--- config.mk ---
export PLATFORM = sky130hd
export DESIGN_NAME = ex_mem_stage
export DESIGN_NICKNAME = d
export VERILOG_FILES = /design/src/rtl/riscv_pkg.sv /design/src/rtl/pipe_skid_buffer.sv /design/src/rtl/ex_mem_stage.sv
export SDC_FILE = /design/constraint.sdc
export NUM_CORES = 1
export LEC_CHECK = 0
export BUFFER_PORTS_ARGS = -buffer_cell sky130_fd_sc_hd__buf_2
export CAP_MARGIN = 20
export CORE_MARGIN = 2
export CORE_UTILIZATION = 45
export CTS_BUF_LIST = sky130_fd_sc_hd__clkbuf_16
export DETAILED_ROUTE_END_ITERATION = 6
export PLACE_DENSITY = 0.71
export SLEW_MARGIN = 20
export SYNTH_ARGS = -nofsm -noshare
export SYNTH_HDL_FRONTEND = slang
export SYNTH_SLANG_ARGS = --single-unit
--- constraint.sdc ---
create_clock -name clk -period 1.71 [get_ports clk]
set_input_delay 0.2565 -clock clk [delete_from_list [all_inputs] [get_ports clk]]
set_output_delay 0.2565 -clock clk [all_outputs]
set_load 0.005 [all_outputs]
--- src/rtl/riscv_pkg.sv ---
// Shared RISC-V core definitions: widths, branch funct3 codes, writeback
// selects, the E->M pipeline bundle and the branch-condition decoder.
package riscv_pkg;

    localparam int unsigned XLEN = 32;
    localparam int unsigned REGW = 5;

    localparam logic [2:0] F3_BEQ  = 3'b000;
    localparam logic [2:0] F3_BNE  = 3'b001;
    localparam logic [2:0] F3_BLT  = 3'b100;
    localparam logic [2:0] F3_BGE  = 3'b101;
    localparam logic [2:0] F3_BLTU = 3'b110;
    localparam logic [2:0] F3_BGEU = 3'b111;

    localparam logic [1:0] RES_ALU = 2'b00;
    localparam logic [1:0] RES_MEM = 2'b01;
    localparam logic [1:0] RES_PC4 = 2'b10;

    typedef struct packed {
        logic [XLEN-1:0] alu_result;
        logic [XLEN-1:0] write_data;
        logic [XLEN-1:0] pc_plus4;
        logic [REGW-1:0] rd;
        logic [1:0]      result_src;
        logic            reg_write;
        logic            mem_write;
    } mem_bundle_t;

    localparam int unsigned MEM_BUNDLE_W = $bits(mem_bundle_t);

    // Flags come from A + ~B + 1, so carry set means A >= B unsigned.
    function automatic logic branch_cond(
        input logic [2:0] funct3,
        input logic       zero,
        input logic       negative,
        input logic       carry,
        input logic       overflow
    );
        logic taken;
        taken = 1'b0;
        case (funct3)
            F3_BEQ:  taken = zero;
            F3_BNE:  taken = ~zero;
            F3_BLT:  taken = negative ^ overflow;
            F3_BGE:  taken = ~(negative ^ overflow);
            F3_BLTU: taken = ~carry;
            F3_BGEU: taken = carry;
            default: taken = 1'b0;
        endcase
        return taken;
    endfunction

endpackage

--- src/rtl/pipe_skid_buffer.sv ---
// Two-entry valid/ready skid buffer: an output register plus one skid slot.
// Upstream ready comes straight from the skid-valid flop.
module pipe_skid_buffer #(
    parameter int unsigned WIDTH = 32
) (
    input  logic             clk,
    input  logic             rst,
    input  logic             i_flush,
    input  logic             i_valid,
    output logic             o_ready,
    input  logic [WIDTH-1:0] i_data,
    output logic             o_valid,
    input  logic             i_ready,
    output logic [WIDTH-1:0] o_data
);

    logic             r_out_valid;
    logic             r_skid_valid;
    logic [WIDTH-1:0] r_out_data;
    logic [WIDTH-1:0] r_skid_data;

    logic w_accept;
    logic w_xfer;
    logic w_skid_to_out;
    logic w_load_out;
    logic w_load_skid;
    logic w_out_valid_nxt;
    logic w_skid_valid_nxt;

    assign w_accept      = i_valid & ~r_skid_valid;
    assign w_xfer        = r_out_valid & i_ready;
    assign w_skid_to_out = w_xfer & r_skid_valid;
    // An accept can only happen with SKID empty, so OUT takes it whenever it drains.
    assign w_load_out    = w_accept & (~r_out_valid | w_xfer);
    assign w_load_skid   = w_accept & r_out_valid & ~w_xfer;

    // Next occupancy of the two slots
    always_comb begin
        w_out_valid_nxt  = r_out_valid;
        w_skid_valid_nxt = r_skid_valid;
        if (w_skid_to_out) begin
            w_out_valid_nxt  = 1'b1;
            w_skid_valid_nxt = 1'b0;
        end else if (w_load_out) begin
            w_out_valid_nxt  = 1'b1;
        end else if (w_xfer) begin
            w_out_valid_nxt  = 1'b0;
        end
        if (w_load_skid) begin
            w_skid_valid_nxt = 1'b1;
        end
        if (i_flush) begin
            w_out_valid_nxt  = 1'b0;
            w_skid_valid_nxt = 1'b0;
        end
    end

    // Valid bits and payload registers; payload moves only on load
    always_ff @(posedge clk) begin
        if (!rst) begin
            r_out_valid  <= 1'b0;
            r_skid_valid <= 1'b0;
            r_out_data   <= '0;
            r_skid_data  <= '0;
        end else begin
            r_out_valid  <= w_out_valid_nxt;
            r_skid_valid <= w_skid_valid_nxt;
            if (w_skid_to_out) begin
                r_out_data <= r_skid_data;
            end else if (w_load_out) begin
                r_out_data <= i_data;
            end
            if (w_load_skid) begin
                r_skid_data <= i_data;
            end
        end
    end

    assign o_ready = ~r_skid_valid;
    assign o_valid = r_out_valid;
    assign o_data  = r_out_data;

endmodule

--- src/rtl/ex_mem_stage.sv ---
// Execute-to-memory stage: resolves branch/jump redirects from ALU flags and
// registers the E bundle into M through a two-entry skid buffer.
module ex_mem_stage
    import riscv_pkg::*;
(
    input  logic            clk,
    input  logic            rst,
    input  logic            ValidE,
    output logic            ReadyE,
    input  logic [XLEN-1:0] ALUResultE,
    input  logic            ZeroE,
    input  logic            NegativeE,
    input  logic            CarryE,
    input  logic            OverFlowE,
    input  logic [XLEN-1:0] WriteDataE,
    input  logic [REGW-1:0] RdE,
    input  logic [XLEN-1:0] PCPlus4E,
    input  logic [XLEN-1:0] PCTargetE,
    input  logic            RegWriteE,
    input  logic            MemWriteE,
    input  logic            BranchE,
    input  logic            JumpE,
    input  logic [1:0]      ResultSrcE,
    input  logic [2:0]      Funct3E,
    output logic            PCSrcE,
    input  logic            FlushM,
    output logic            ValidM,
    input  logic            ReadyM,
    output logic [XLEN-1:0] ALUResultM,
    output logic [XLEN-1:0] WriteDataM,
    output logic [XLEN-1:0] PCPlus4M,
    output logic [REGW-1:0] RdM,
    output logic [1:0]      ResultSrcM,
    output logic            RegWriteM,
    output logic            MemWriteM
);

    mem_bundle_t w_bundle_e;
    mem_bundle_t w_bundle_m;
    logic        w_ready_e;
    logic        w_valid_m;
    logic        w_taken;

    assign w_bundle_e = '{
        alu_result: ALUResultE,
        write_data: WriteDataE,
        pc_plus4:   PCPlus4E,
        rd:         RdE,
        result_src: ResultSrcE,
        reg_write:  RegWriteE,
        mem_write:  MemWriteE
    };

    pipe_skid_buffer #(
        .WIDTH (MEM_BUNDLE_W)
    ) u_skid (
        .clk     (clk),
        .rst     (rst),
        .i_flush (FlushM),
        .i_valid (ValidE),
        .o_ready (w_ready_e),
        .i_data  (w_bundle_e),
        .o_valid (w_valid_m),
        .i_ready (ReadyM),
        .o_data  (w_bundle_m)
    );

    // Redirect only for a bundle actually accepted this cycle; the target
    // itself is forwarded to fetch directly from PCTargetE.
    assign w_taken = branch_cond(Funct3E, ZeroE, NegativeE, CarryE, OverFlowE);
    assign PCSrcE  = ValidE & w_ready_e & (JumpE | (BranchE & w_taken));

    assign ReadyE     = w_ready_e;
    assign ValidM     = w_valid_m;
    assign ALUResultM = w_bundle_m.alu_result;
    assign WriteDataM = w_bundle_m.write_data;
    assign PCPlus4M   = w_bundle_m.pc_plus4;
    assign RdM        = w_bundle_m.rd;
    assign ResultSrcM = w_bundle_m.result_src;
    assign RegWriteM  = w_bundle_m.reg_write & w_valid_m;
    assign MemWriteM  = w_bundle_m.mem_write & w_valid_m;

endmodule

==> results.cfg <==
[synthesis]
yosysWarnings = 0
synth_top_flop_cell = dfxtp_1
synth_top_area_share_pct = 43.23
synth_cell_types = 28
syn-num-nets = 1221
netlist_area_um2 = 9817
ys_ff_latch = 212
synth-async-reset-ratio_pct = 0
syn_avg_cell_area_um2 = 9.175
synthTopCellsByArea = dfxtp_1 (43%), a21oi_1 (11%), mux2i_1 (10%)
seq_area_frac_synth_pct = 43.23
ys_top_cells_by_count = dfxtp_1 (212), nand2_1 (212), a21oi_1 (208), buf_4 (113), mux2i_1 (102)
synth-simple-area-share_pct = 9.483
synth_edf_count = 0
synth_cells = 1070
synth_compound_area_share_pct = 23.31
synth_top_family_by_area = compound AO/OA/AOI/OAI gates
synth_xor_area_share_pct = 0.08922
synthAdderAreaFrac_pct = 0
synth_top_cell_by_area = dfxtp_1
synth_mux_area_share_pct = 10.55

[worst_setup_path]
path_class = register to primary output
cp-start-kind = register
endpoint_kind = primary output
cp_max_fo = 5
cp.required_ns = 1.45
cp.arrival_ns = 1.51

[global_routing]
grt.overflow.total = 0
grt_pass1_vias = 8066
grt_pass1_wl_um = 39370
grt_usage_pct = 20.85
grt_max_degree = 71
antenna_found_initial = 1

[timing]
slew_violations = 0
fin_hold_ws_ns = 0.006600
fin_crit_sh_pct = 103.4
worst_pin_slew_ns = 0.4630
setup_viol = 1
max_freq_mhz = 565.7
max_slew_margin_pct = 69.14
fin_ws_ns = -0.05783
period_minus_slack_ns = 1.768
hold_viol_final = 0
grt_setup_unrepaired = true
skew_ns = 0.01428

[clocking]
cts_tree = done
clockRootBuffer = clkbuf_16
cts_made_buffers = 24
clock_latency_ns = 0.51
cts_sinks = 212
h-tree-depth = 1
cts_buffer_depth = 3
clk_pin_slew_ns = 0.06

[routing]
wl_um = 25230
firstDrtPassIters = 4
drc = 0
ant_nets = 0
viasPerCell = 5.232
vias = 8209
dr.first_iter.drc_count = 320
routedWlPerCell_um = 16.08

[place]
dpl.hpwl_um = 15130
placed_area_um2 = 10550
place_congestion = 0.7462
io_buffers = 226
dp.cells = 1420

[finish]
stdcell_area_um2 = 12400
layout-drive-gt1-share_pct = 30.72
area_growth_pct = 26.29
antenna_cells = 0
fillers = 1819
instances_no_fill = 1569
final_nets = 1422

[power_and_ir_drop]
switching_share_pct = 24.88
power_frac_clock_pct = 42.5
leakage_nw = 5.591
peakVddDrop_uv = 823.3
p_per_area_nw_per_um2 = 949.2
internal_power_mw = 8.840
total_power_mw = 11.77
combPwrFrac_pct = 12.6
power_switching_mw = 2.928
seq_power_share_pct = 44.9

[floorplan]
fp-row-count = 54
die_y_um = 151.7
initial_core_util_pct = 45.41
die-area_um2 = 23010
die_w_um = 151.7
ios = 259
core_area_um2 = 21620

[run_status]
violations = setup timing
status = finished with violations

[min_path]
hold_path.class = primary input to register

[flow_run]
maxCapViolCount = 0
## sequential cells by signal, indices dropped and copies added, names as in the netlist
signal,cells
u_skid.o_valid,1
u_skid.o_data,105
u_skid.r_skid_data,105
u_skid.r_skid_valid,1
## per-stage QoR
step	utilization [%]	setup slack [ns]	setup TNS [ns]
floorplan	-	0.2875	0
global placement	48.80	0.06002	0
detailed placement	48.80	-0.01605	-0.03776
CTS	57.20	-0.06282	-0.06282
global route	57.34	-0.1166	-0.1166
finish	57.34	-0.05783	-0.05783
## repair_timing
action / in CTS / in global routing
hold buffers: 101 / 0
setup endpoints to repair: 11 / 6
gates resized for setup: 7 / 4
setup buffers: 2 / 2
endpoints found under the hold margin: 101 / 0
## worst paths after layout
| kind | end | slack (ns) | startpoint | cells past startpoint |
|---|---|---|---|---|
| min | u_skid.r_skid_data[15]$_SDFFE_PN0P_ | 0.007 | PCPlus4E[6] | 3 |
| min reg2reg | u_skid.r_skid_data[19]$_SDFFE_PN0P_ | 0.45 | u_skid.r_skid_data[19]$_SDFFE_PN0P_ | 2 |
| max reg2reg | u_skid.o_data[81]$_SDFFE_PN0P_ | 0.06 | u_skid.r_skid_valid$_SDFFE_PP0P_ | 6 |
| max | PCSrcE | -0.06 | u_skid.r_skid_valid$_SDFFE_PP0P_ | 5 |
## power groups by stage
| stage | Clock [mW] | Combinational [mW] | Sequential, mW |
|---|---|---|---|
| floorplan | 0 | 0.984 | 5.36 |
| global placement | 0 | 1.25 | 5.38 |
| detailed placement | 0 | 1.28 | 5.38 |
| CTS | 5.10 | 1.48 | 5.28 |
| global route | 5.29 | 1.62 | 5.31 |
| finish | 5.00 | 1.49 | 5.28 |
## critical path, cell delays in order, from the launching register on
cell and delay (ns):
dfxtp_4 0.37, nor2b_4 0.11, buf_6 0.12, nand2_4 0.05, o41ai_2 0.18, buf_2 0.16
## metal layers
metal  vias to the layer above  routed length, um  GRT usage, %
met5                         -                 13             0
met4                         2                692         6.944
met3                        56               1422         4.042
met2                       236              12540         37.52
met1                      3897              10560         24.84
li1                       4018                  -             -
## cell usage in the layout, fill, tap and decap left out, types with 2 or more instances in the layout
cell / synthesis / routed
dlygate4sd3_1: 0 / 101
dfxtp_1: 212 / 211
buf_4: 113 / 26
nor2_1: 6 / 6
clkinv_2: 0 / 5
nand2b_1: 3 / 2
clkinv_1: 0 / 6
mux2i_1: 102 / 102
a211oi_1: 23 / 23
inv_1: 2 / 5
nand2_1: 212 / 211
a311oi_1: 3 / 3
clkbuf_16: 0 / 25
buf_2: 38 / 226
a21oi_1: 208 / 208
buf_6: 12 / 4
bufinv_16: 0 / 2
a211oi_2: 80 / 80
o21ai_0: 4 / 4
and2_1: 2 / 2
buf_12: 0 / 15
nand3_1: 4 / 3
## final cells by class
| cell class | instances | area (um2) | area share (%) |
|---|---|---|---|
| clock buffers | 25 | 625.6 | 5.046 |
| clock inverters | 19 | 138.9 | 1.120 |
| inverters | 2 | 15.01 | 0.1211 |
| multi-input cells | 659 | 4338 | 34.99 |
| flip-flops and latches | 212 | 4248 | 34.26 |
| well taps | 280 | 350.3 | 2.826 |
| repair buffers | 372 | 2683 | 21.64 |
## logic make-up (layout without fill, tap and decap cells)
kind of cell,count (synthesis),in the layout
AOI/OAI and AO/OA,321,321
and+or+nand+nor,234,234
DFF,212,212
buffers and inverters,199,418
muxes,103,103
xor gates and xnor gates,1,1
(Power assumes the default switching activity.)
